### src/rtl/trap_sequencer.sv
// trap_sequencer
// Drives the CSR file's single write port when a trap is taken or an MRET
// retires, then issues a one-cycle fetch redirect. Every output is registered:
// the combinational block works out what the outputs should be in the next
// state, and one clock edge loads the state and the outputs together.
//
// Ports
//   clk, rst            clock, synchronous active-high reset
//   exc_valid           trap request pulse (exc_pc/exc_cause/exc_tval qualify it)
//   mret_valid          MRET retire pulse
//   mstatus_rd          live mstatus read from the CSR file
//   trap_vec            live mtvec read from the CSR file
//   exception_pc        live mepc read from the CSR file
//   wb_csr/write_addr/in_data   CSR write port
//   busy                pipeline stall, high for the whole sequence
//   redirect_valid/redirect_pc  fetch redirect strobe and target
module trap_sequencer #(
   parameter logic [11:0] ADDR_MSTATUS = 12'h300,
   parameter logic [11:0] ADDR_MEPC    = 12'h341,
   parameter logic [11:0] ADDR_MCAUSE  = 12'h342,
   parameter logic [11:0] ADDR_MTVAL   = 12'h343,
   parameter bit          VECTORED_EN  = 1'b1
) (
   input  logic        clk,
   input  logic        rst,
   input  logic        exc_valid,
   input  logic [31:0] exc_pc,
   input  logic [31:0] exc_cause,
   input  logic [31:0] exc_tval,
   input  logic        mret_valid,
   input  logic [31:0] mstatus_rd,
   input  logic [31:0] trap_vec,
   input  logic [31:0] exception_pc,
   output logic        wb_csr,
   output logic [11:0] write_addr,
   output logic [31:0] in_data,
   output logic        busy,
   output logic        redirect_valid,
   output logic [31:0] redirect_pc
);

   typedef enum logic [2:0] {
      IDLE, T_EPC, T_CAUSE, T_TVAL, T_STATUS, T_REDIR, M_STATUS, M_REDIR
   } state_t;

   localparam logic [31:0] WORD_MASK = 32'hFFFF_FFFC;

   state_t      state, state_nx;
   logic [31:0] cause_p1, tval_p1;

   logic        wb_nx, busy_nx, rv_nx;
   logic [11:0] addr_nx;
   logic [31:0] data_nx, rpc_nx;

   // Trap entry: MPIE <= MIE, MIE <= 0, MPP <= M-mode.
   function automatic logic [31:0] trap_status(input logic [31:0] m);
      logic [31:0] r;
      r        = m;
      r[7]     = m[3];
      r[3]     = 1'b0;
      r[12:11] = 2'b11;
      return r;
   endfunction

   // MRET: MIE <= MPIE, MPIE <= 1, MPP stays M-mode (only mode implemented).
   function automatic logic [31:0] mret_status(input logic [31:0] m);
      logic [31:0] r;
      r        = m;
      r[3]     = m[7];
      r[7]     = 1'b1;
      r[12:11] = 2'b11;
      return r;
   endfunction

   // Vectored mode only applies to interrupts; MODE 2/3 fall back to direct.
   // The shift drops cause bits 31:30, giving base + cause[30:0]*4 mod 2^32.
   function automatic logic [31:0] trap_target(input logic [31:0] tvec,
                                               input logic [31:0] cause);
      logic [31:0] base;
      base = tvec & WORD_MASK;
      if (VECTORED_EN && tvec[1:0] == 2'b01 && cause[31])
         return base + (cause << 2);
      return base;
   endfunction

   always_comb begin
      state_nx = state;
      wb_nx    = 1'b0;
      addr_nx  = '0;
      data_nx  = '0;
      busy_nx  = 1'b0;
      rv_nx    = 1'b0;
      rpc_nx   = '0;
      case (state)
         IDLE: begin
            // Exception has priority; a simultaneous MRET is dropped.
            if (exc_valid) begin
               state_nx = T_EPC;
               wb_nx    = 1'b1;
               addr_nx  = ADDR_MEPC;
               data_nx  = exc_pc & WORD_MASK;
               busy_nx  = 1'b1;
            end else if (mret_valid) begin
               state_nx = M_STATUS;
               wb_nx    = 1'b1;
               addr_nx  = ADDR_MSTATUS;
               data_nx  = mret_status(mstatus_rd);
               busy_nx  = 1'b1;
            end
         end
         T_EPC: begin
            state_nx = T_CAUSE;
            wb_nx    = 1'b1;
            addr_nx  = ADDR_MCAUSE;
            data_nx  = cause_p1;
            busy_nx  = 1'b1;
         end
         T_CAUSE: begin
            state_nx = T_TVAL;
            wb_nx    = 1'b1;
            addr_nx  = ADDR_MTVAL;
            data_nx  = tval_p1;
            busy_nx  = 1'b1;
         end
         T_TVAL: begin
            state_nx = T_STATUS;
            wb_nx    = 1'b1;
            addr_nx  = ADDR_MSTATUS;
            data_nx  = trap_status(mstatus_rd);
            busy_nx  = 1'b1;
         end
         T_STATUS: begin
            state_nx = T_REDIR;
            rv_nx    = 1'b1;
            rpc_nx   = trap_target(trap_vec, cause_p1);
            busy_nx  = 1'b1;
         end
         M_STATUS: begin
            state_nx = M_REDIR;
            rv_nx    = 1'b1;
            rpc_nx   = exception_pc & WORD_MASK;
            busy_nx  = 1'b1;
         end
         T_REDIR, M_REDIR: state_nx = IDLE;
         default:          state_nx = IDLE;
      endcase
   end

   // State and registered outputs
   always_ff @(posedge clk) begin
      if (rst) begin
         state          <= IDLE;
         wb_csr         <= 1'b0;
         write_addr     <= '0;
         in_data        <= '0;
         busy           <= 1'b0;
         redirect_valid <= 1'b0;
         redirect_pc    <= '0;
      end else begin
         state          <= state_nx;
         wb_csr         <= wb_nx;
         write_addr     <= addr_nx;
         in_data        <= data_nx;
         busy           <= busy_nx;
         redirect_valid <= rv_nx;
         redirect_pc    <= rpc_nx;
      end
   end

   // Captured trap payload (data only, no reset needed)
   always_ff @(posedge clk) begin
      if (state == IDLE && exc_valid) begin
         cause_p1 <= exc_cause;
         tval_p1  <= exc_tval;
      end
   end

endmodule

### config.mk
export PLATFORM = sky130hd
export DESIGN_NAME = trap_sequencer
export DESIGN_NICKNAME = d
export VERILOG_FILES = /design/src/rtl/trap_sequencer.sv
export SDC_FILE = /design/constraint.sdc
export NUM_CORES = 1
export LEC_CHECK = 0
export CELL_PAD_IN_SITES_DETAIL_PLACEMENT = 1
export CELL_PAD_IN_SITES_GLOBAL_PLACEMENT = 2
export CORE_MARGIN = 3
export CORE_UTILIZATION = 23
export CTS_BUF_LIST = sky130_fd_sc_hd__clkbuf_8
export DETAILED_ROUTE_END_ITERATION = 7
export PLACE_DENSITY_LB_ADDON = 0.1
export SLEW_MARGIN = 20
export SYNTH_ARGS = -nofsm -noshare
export SYNTH_HDL_FRONTEND = slang
export SYNTH_SLANG_ARGS = --single-unit
### constraint.sdc
create_clock -name clk -period 3.3 [get_ports clk]
set_input_delay 0.66 -clock clk [delete_from_list [all_inputs] [get_ports clk]]
set_output_delay 0.66 -clock clk [all_outputs]
set_load 0.02 [all_outputs]
==> impl_metrics.env, run 1 <==
export IMPL_required_ns=3.62
export IMPL_relSlewSlack_pct=38.6
export IMPL_drt_pre_antenna_iters=6
export IMPL_nFillCells=3123
export IMPL_initial_core_util_pct=23.5
export IMPL_grt_usage_pct=17.9
export IMPL_syn_area_um2=6530
export IMPL_area_growth_pct=55.9
export IMPL_worstPathCellList="clkdlybuf4s50_1, ha_1, fa_1, a21o_1, a31o_2, nand3_1, a31oi_1, a211o_1, buf_4, a31oi_1, xor2_1, o22ai_1"
export IMPL_arrival_ns=3.44
export IMPL_die_w_um=175
export IMPL_yosysSeqAreaShare_pct=51.5
export IMPL_fp_dieH_um=175
export IMPL_post_cts_buffers=0
export IMPL_power_density_nw_per_um2=476
export IMPL_synth_ff_type="dfxtp_1"
export IMPL_rsz0062_at_grt="no"
export IMPL_fin_skew_ns=0.0159
export IMPL_drv_cap=0
export IMPL_insertion_delay_ns=0.44
export IMPL_layout_nets=1148
export IMPL_crit_fanout=3
export IMPL_hpwlAfterDp_um=21600
export IMPL_cts_hold_buf=0
export IMPL_cpMostUsedCell="a31oi_1"
export IMPL_cts_root_buf="clkbuf_8"
export IMPL_clk_pin_slew_worst_paths_ns=0.09
export IMPL_wire_per_inst_um=21.2
export IMPL_post_cts_resized=0
export IMPL_fmaxAchievable_ghz=0.320
export IMPL_syn_area_per_cell_um2=10.3
export IMPL_cts_buffers=17
export IMPL_finalCritPeriodShare_pct=94.6
export IMPL_drc=0
export IMPL_vias_per_cell=4.75
export IMPL_grt_overflow_total=0
export IMPL_yosys_top_cells_count="dfxtp_1 (72), a21oi_1 (70), nand2_1 (67), edfxtp_1 (64), nor2_1 (49)"
export IMPL_ir_worst_vdd_v=0.000187
export IMPL_synthArstFlopShare_pct=0
export IMPL_yosysMostFrequentCell="dfxtp_1"
export IMPL_synth_cells=636
export IMPL_cp_end_kind="flop"
export IMPL_status="complete, no violations"
export IMPL_grt_pass1_vias=7011
export IMPL_ios=275
export IMPL_worstHoldPathType="flop to flop"
export IMPL_routed_wl_um=27800
export IMPL_clock_sinks=136
export IMPL_power_mw=4.85
export IMPL_vias=6239
export IMPL_grt_pass1_wl_um=41700
export IMPL_rows=61
export IMPL_layout_drive_gt1_share_pct=10.4
export IMPL_synthTopCellsByArea="edfxtp_1 (29%), dfxtp_1 (22%), a222oi_1 (5.8%)"
export IMPL_finalCriticalPeriod_ns=3.12
export IMPL_critPathKind="primary input to flop"
export IMPL_cpMaxStageDelayCell="clkdlybuf4s50_1"
export IMPL_diodes=0
export IMPL_drt_initial_drc_count=385
export IMPL_setup_violations=0
export IMPL_grt_max_degree=61
export IMPL_tightest_slew_ns=0.914
export IMPL_final_antenna_net_count=0
export IMPL_place_inst=1281
export IMPL_synth_edf_count=64
export IMPL_portBuffers=259
export IMPL_slowest_delay_ns=0.43
export IMPL_die_area_um2=30500
export IMPL_power_static_leakage_nw=3.74
export IMPL_cts_tree="done"
export IMPL_maxSlewViolCount=0
export IMPL_antenna_found_initial=2
export IMPL_yosys_area_top_type_share_pct=29.4
export IMPL_r2r_setup_slack_ns=0.39
export IMPL_hold_viol=0
export IMPL_final_cells=1313
export IMPL_htree_levels=4
export IMPL_ys_ff_latch=136
export IMPL_synth_top_area_cell="edfxtp_1"
export IMPL_gp_congestion=0.824
export IMPL_synth_cell_types=60
export IMPL_cts_buffer_depth=2
export IMPL_yosysWarnings=0
export IMPL_cp_start_kind="primary input"
export IMPL_core_area_um2=27900
-- critical path: cells and delay by family --
family / cells / cell delay [ns]
buffers and inverters: 2 / 0.61
adders and majority gates: 2 / 0.66
and+or+nand+nor: 1 / 0.08
xor gates and xnor gates: 1 / 0.17
AOI/OAI and AO/OA: 6 / 1.26
-- metal layers --
metal	GRT usage [%]	wire, µm
met5	0	25
met4	5.62	702
met3	5.05	1770
met2	31.1	13600
met1	21.4	11700
-- final cells by class --
cell class              count  area [µm²]  area share [%]
repair buffers            305        2960            29.1
multi-input cells         453        2980            29.2
well taps                 378         473            4.64
clock buffers              17         234            2.30
clock inverters            15         143            1.40
flip-flops and latches    136        3360            33.0
inverters                   9        35.0           0.344
-- where the power goes --
group | internal [mW] | switching [mW]
Sequential | 1.94 | 0.0929
Clock | 0.614 | 0.781
Combinational | 0.685 | 0.737
Total | 3.24 | 1.61
-- final timing paths --
path	startpoint	endpoint	cells after the start
setup reg to reg	cause_p1[0]$_DFFE_PP_	redirect_pc[30]$_SDFF_PP0_	11
setup / recovery	trap_vec[2]	redirect_pc[30]$_SDFF_PP0_	12
hold / removal	tval_p1[3]$_DFFE_PP_	in_data[3]$_SDFF_PP0_	2
hold reg to reg	tval_p1[3]$_DFFE_PP_	in_data[3]$_SDFF_PP0_	2
-- state kept, by name, indices dropped and copies added (netlist names) --
signal / count
in_data: 32
tval_p1: 32
redirect_pc: 30
busy: 1
redirect_valid: 1
cause_p1: 32
write_addr: 4
wb_csr: 1
state: 3
-- layout by cell type, fill, tap and decap left out, drive strengths merged, types with 14 or more instances in the layout --
cell type and n:
dfxtp 72, nor2 50, edfxtp 64, a21o 18, clkdlybuf4s50 259, a222oi 38, clkbuf 17, o21ai 24
a22oi 14, ha 29, a21oi 73, nand2 67, inv 15, buf 46
-- metrics by stage --
stage	utilization (%)	setup TNS, ns	area, µm²	worst slack, ns	hold slack [ns]
detailed placement	35.2	-2.48	9810	-0.305	0.508
finish	36.6	0	10200	0.179	0.528
floorplan	-	0	6570	0.0290	0.479
CTS	36.6	0	10200	0.190	0.532
global placement	35.2	-2.03	9810	-0.261	0.493
global route	36.6	0	10200	0.0347	0.575
-- cell families (layout without fill, tap and decap cells) --
group | Yosys count | count (layout) | share of synthesized area, %
flops | 136 | 136 | 51.5
xor+xnor | 23 | 23 | 3.08
compound gates | 216 | 216 | 23.4
other cells | 1 | 9 | 0.0574
fa+ha+maj | 30 | 30 | 5.86
simple gates | 174 | 174 | 12.2
buf+inv | 55 | 346 | 3.73
mux | 1 | 1 | 0.153
No activity file was read; power rests on OpenSTA's default activity.
==> inputs of run 2 (changes only) <==
--- a/config.mk
+++ b/config.mk
@@ -12,6 +12,7 @@
 export CTS_BUF_LIST = sky130_fd_sc_hd__clkbuf_8
 export DETAILED_ROUTE_END_ITERATION = 7
 export PLACE_DENSITY_LB_ADDON = 0.1
+export RECOVER_POWER = 25
 export SLEW_MARGIN = 20
 export SYNTH_ARGS = -nofsm -noshare
 export SYNTH_HDL_FRONTEND = slang
==> run 2 against run 1 <==
Via count hardly changed. Critical path depth unchanged. Die area unchanged. Sequential share of layout area about the same. Clock power hardly changed. Register-to-register slack hardly changed. Combinational power about the same. Power down 0.32%. Largest cell class unchanged.
==> impl_metrics.env, run 2 (synthesis gave the netlist of run 1 again) <==
export IMPL_status="complete, no violations"
export IMPL_grt_usage_pct=17.9
export IMPL_grt_max_degree=61
export IMPL_drt_pre_antenna_iters=6
export IMPL_hold_viol=0
export IMPL_drv_cap=0
export IMPL_relSlewSlack_pct=38.9
export IMPL_r2r_start="cause_p1[0]$_DFFE_PP_"
export IMPL_required_ns=3.62
export IMPL_rows=61
export IMPL_top_regs="cause_p1 (32), in_data (32), tval_p1 (32)"
export IMPL_mostFrequentLayoutCell="clkdlybuf4s50_1"
export IMPL_layout_nets=1148
export IMPL_cts_root_buf="clkbuf_8"
export IMPL_routed_wl_um=27800
export IMPL_gp_congestion=0.824
export IMPL_worstHoldStart="tval_p1[0]$_DFFE_PP_"
export IMPL_fmaxAchievable_ghz=0.319
export IMPL_finalCritPeriodShare_pct=95.0
export IMPL_cts_tree="done"
export IMPL_hpwlAfterDp_um=21600
export IMPL_startpoint="trap_vec[2]"
export IMPL_power_mw=4.83
export IMPL_power_static_leakage_nw=3.76
export IMPL_finalCriticalPeriod_ns=3.13
export IMPL_critPathKind="primary input to flop"
export IMPL_arrival_ns=3.45
export IMPL_clk_pin_slew_worst_paths_ns=0.09
export IMPL_area_growth_pct=55.9
export IMPL_grt_pass1_wl_um=41700
export IMPL_cp_end_kind="flop"
export IMPL_fp_dieH_um=175
export IMPL_initial_core_util_pct=23.5
export IMPL_maxSlewViolCount=0
export IMPL_ios=275
export IMPL_layout_drive_gt1_share_pct=10.3
export IMPL_vias=6244
export IMPL_portBuffers=259
export IMPL_drt_initial_drc_count=390
export IMPL_setup_violations=0
export IMPL_fin_skew_ns=0.0143
export IMPL_rsz0062_at_grt="no"
export IMPL_wire_per_inst_um=21.1
export IMPL_die_w_um=175
export IMPL_vias_per_cell=4.75
export IMPL_final_antenna_net_count=0
export IMPL_htree_levels=4
export IMPL_layout_area_seq_um2=3360
export IMPL_antenna_found_initial=2
export IMPL_clock_sinks=136
export IMPL_post_cts_buffers=0
export IMPL_worstHoldPathType="flop to flop"
export IMPL_post_cts_resized=0
export IMPL_whs_ns=0.526
export IMPL_multi_input_area_um2=2980
export IMPL_ir_worst_vdd_v=0.000187
export IMPL_power_density_nw_per_um2=474
export IMPL_tightest_slew_ns=0.914
export IMPL_grt_pass1_vias=7011
export IMPL_die_area_um2=30500
export IMPL_grt_overflow_total=0
export IMPL_crit_fanout=3
export IMPL_insertion_delay_ns=0.44
export IMPL_cts_buffers=17
export IMPL_nFillCells=3123
export IMPL_fin_util_pct=36.6
export IMPL_cts_buffer_depth=2
export IMPL_drc=0
export IMPL_cts_hold_buf=0
export IMPL_core_area_um2=27900
export IMPL_layout_common_cells="clkdlybuf4s50_1 (194), dfxtp_1 (72), a21oi_1 (69)"
export IMPL_cp_start_kind="primary input"
## run 2: cell count changes in the layout (fill, tap and decap cells not counted)
cell / change
diode_2: +1
clkdlybuf4s50_1: -65
clkbuf_1: +1
buf_4: -1
dlygate4sd3_1: +65
## run 2: final cells by class
type                    count  share of cell area (%)
repair buffers            305                    29.1
multi-input cells         453                    29.2
inverters                   9                   0.344
flip-flops and latches    136                    33.0
diodes                      1                  0.0246
clock inverters            15                    1.40
clock buffers              17                    2.30
well taps                 378                    4.64
## run 2: routing by layer
metal / track usage (%) / vias up / wire (µm)
li1: - / 2980 / -
met3: 5.05 / 34 / 1760
met5: 0 / - / 14
met4: 5.62 / 2 / 673
met1: 21.4 / 2993 / 11700
met2: 31.1 / 235 / 13600
## run 2: through the flow
step | worst slack (ns) | cell area, µm² | instances | setup TNS (ns)
final | 0.165 | 10200 | 1314 | 0
after global routing | 0.0347 | 10200 | 1314 | 0
after CTS | 0.190 | 10200 | 1313 | 0
after detailed placement | -0.305 | 9810 | 1281 | -2.48
after global placement | -0.261 | 9810 | 1281 | -2.03
after floorplan | 0.0290 | 6570 | 644 | 0
## run 2: worst paths after layout
check	end	slack, ns	depth (start not counted)
max	redirect_pc[30]$_SDFF_PP0_	0.17	12
min	in_data[0]$_SDFF_PP0_	0.53	2
max reg2reg	redirect_pc[30]$_SDFF_PP0_	0.38	11
min reg2reg	in_data[0]$_SDFF_PP0_	0.53	2
## run 2: critical path, cell delays in order
cell,delay [ns]
clkdlybuf4s50_1,0.43
ha_1,0.24
fa_1,0.42
a21o_1,0.24
a31o_2,0.29
nand3_1,0.08
a31oi_1,0.11
a211o_1,0.35
buf_4,0.18
a31oi_1,0.17
xor2_1,0.17
o22ai_1,0.10
## run 2: power by group
group | internal, mW | switching [mW] | leakage, nW | total, mW
Clock | 0.614 | 0.779 | 0.192 | 1.39
Sequential | 1.94 | 0.0939 | 1.19 | 2.03
Combinational | 0.669 | 0.739 | 2.38 | 1.41
Total | 3.22 | 1.61 | 3.76 | 4.83
==> inputs of run 3 (changes only) <==
--- a/config.mk
+++ b/config.mk
@@ -7,10 +7,11 @@
 export LEC_CHECK = 0
 export CELL_PAD_IN_SITES_DETAIL_PLACEMENT = 1
 export CELL_PAD_IN_SITES_GLOBAL_PLACEMENT = 2
-export CORE_MARGIN = 3
+export CORE_MARGIN = 4
 export CORE_UTILIZATION = 23
 export CTS_BUF_LIST = sky130_fd_sc_hd__clkbuf_8
 export DETAILED_ROUTE_END_ITERATION = 7
+export HOLD_SLACK_MARGIN = 0.08
 export PLACE_DENSITY_LB_ADDON = 0.1
 export RECOVER_POWER = 25
 export SLEW_MARGIN = 20
==> run 3 against run 2 <==
The run now ends with DRC left. Clock-buffer cell count unchanged. Fmax decreased by 1.8%. Core utilization decreased by 0.22 points. Hold slack improved by 0.0027 ns. Setup slack got worse by 0.056 ns. Highest routed layer unchanged.
==> impl_metrics.env, run 3 (synthesis gave the netlist of run 1 again) <==
export IMPL_rsz0062_at_grt="no"
export IMPL_cts_buffer_depth=2
export IMPL_placed_area_um2=9750
export IMPL_power_static_leakage_nw=3.73
export IMPL_top_regs="cause_p1 (32), in_data (32), tval_p1 (32)"
export IMPL_crit_fanout=3
export IMPL_htree_levels=4
export IMPL_fin_util_pct=36.3
export IMPL_grt_usage_pct=17.3
export IMPL_layout_drive_gt1_share_pct=9.80
export IMPL_cp_start_kind="primary input"
export IMPL_antenna_found_initial=1
export IMPL_drt_pre_antenna_iters=8
export IMPL_die_w_um=177
export IMPL_routed_wl_um=27300
export IMPL_cp_end_kind="flop"
export IMPL_wire_per_inst_um=20.9
export IMPL_power_density_nw_per_um2=478
export IMPL_fp_dieH_um=177
export IMPL_final_antenna_net_count=0
export IMPL_stdcell_area_um2=10200
export IMPL_grt_pass1_wl_um=41100
export IMPL_post_cts_resized=0
export IMPL_mostFrequentLayoutCell="clkdlybuf4s50_1"
export IMPL_violations="DRC"
export IMPL_ios=275
export IMPL_initial_core_util_pct=23.4
export IMPL_cts_buffers=17
export IMPL_layout_nets=1142
export IMPL_grt_overflow_total=0
export IMPL_vias=6202
export IMPL_layout_area_seq_um2=3360
export IMPL_grt_pass1_vias=6885
export IMPL_whs_ns=0.529
export IMPL_vias_per_cell=4.74
export IMPL_area_growth_pct=55.4
export IMPL_fin_skew_ns=0.0193
export IMPL_clk_pin_slew_worst_paths_ns=0.10
export IMPL_tightest_slew_ns=0.882
export IMPL_drt_initial_drc_count=453
export IMPL_crit_family="compound AO/OA/AOI/OAI gates"
export IMPL_worstPathCellList="clkdlybuf4s50_1, ha_1, fa_1, a21o_1, a31o_2, and2_1, a22o_1, xor2_1, a222oi_1, buf_4, nor2_1"
export IMPL_status="complete, but fails checks"
export IMPL_hold_viol=0
export IMPL_gp_congestion=0.820
export IMPL_cts_root_buf="clkbuf_8"
export IMPL_layout_common_cells="clkdlybuf4s50_1 (194), dfxtp_1 (72), a21oi_1 (69)"
export IMPL_fmaxAchievable_ghz=0.313
export IMPL_relSlewSlack_pct=40.7
export IMPL_rows=61
export IMPL_cts_tree="done"
export IMPL_clock_sinks=136
export IMPL_portBuffers=259
export IMPL_arrival_ns=3.53
export IMPL_cts_hold_buf=0
export IMPL_core_area_um2=27900
export IMPL_cpMaxStageDelayCell="a222oi_1"
export IMPL_drv_cap=0
export IMPL_finalCritPeriodShare_pct=96.7
export IMPL_ir_worst_vdd_v=0.000206
export IMPL_setup_violations=0
export IMPL_post_cts_buffers=0
export IMPL_hpwlAfterDp_um=21200
export IMPL_finalCriticalPeriod_ns=3.19
export IMPL_timing_critical_path_buf_inv=2
export IMPL_required_ns=3.64
export IMPL_multi_input_area_um2=2980
export IMPL_nFillCells=3173
export IMPL_slowest_delay_ns=0.47
export IMPL_grt_max_degree=60
export IMPL_critPathKind="primary input to flop"
export IMPL_insertion_delay_ns=0.46
export IMPL_drc=4
export IMPL_worstHoldPathType="flop to flop"
export IMPL_maxSlewViolCount=0
export IMPL_die_area_um2=31200
[run 3: area by class of cell]
cell class	count	share of cell area, %
clock inverters	15	1.58
inverters	9	0.345
diodes	1	0.0247
clock buffers	17	2.30
repair buffers	299	28.6
flip-flops and latches	136	33.1
multi-input cells	453	29.3
well taps	378	4.66
[run 3: worst min-delay path, cell delays in order, from the launching register on]
cell      delay, ns
edfxtp_1       0.33
a222oi_1       0.08
nor2_1         0.09
[run 3: final timing paths]
check | start | to | slack (ns) | cells past startpoint
setup reg to reg | cause_p1[0]$_DFFE_PP_ | redirect_pc[14]$_SDFF_PP0_ | 0.32 | 10
hold / removal | tval_p1[3]$_DFFE_PP_ | in_data[3]$_SDFF_PP0_ | 0.53 | 2
setup / recovery | trap_vec[2] | redirect_pc[14]$_SDFF_PP0_ | 0.11 | 11
hold reg to reg | tval_p1[3]$_DFFE_PP_ | in_data[3]$_SDFF_PP0_ | 0.53 | 2
[run 3: layer usage]
metal  track usage, %  share of wire, %
met3             4.71               6.2
met5                0             0.048
met1             21.4                42
met4             3.42               1.1
met2             30.4                50
[run 3: through the flow]
stage	std cells	power [mW]	setup WS [ns]	setup TNS (ns)
floorplan	644	2.77	0.0290	0
global placement	1275	3.46	-0.309	-1.83
detailed placement	1275	3.48	-0.324	-2.42
CTS	1307	4.95	0.177	0
global route	1307	5.13	0.0226	0
finish	1308	4.85	0.109	0
[run 3: power breakdown]
part           switching (mW)  internal (mW)
combinational           0.726          0.661
sequential             0.0898           1.94
clock                   0.808          0.630
total                    1.62           3.23
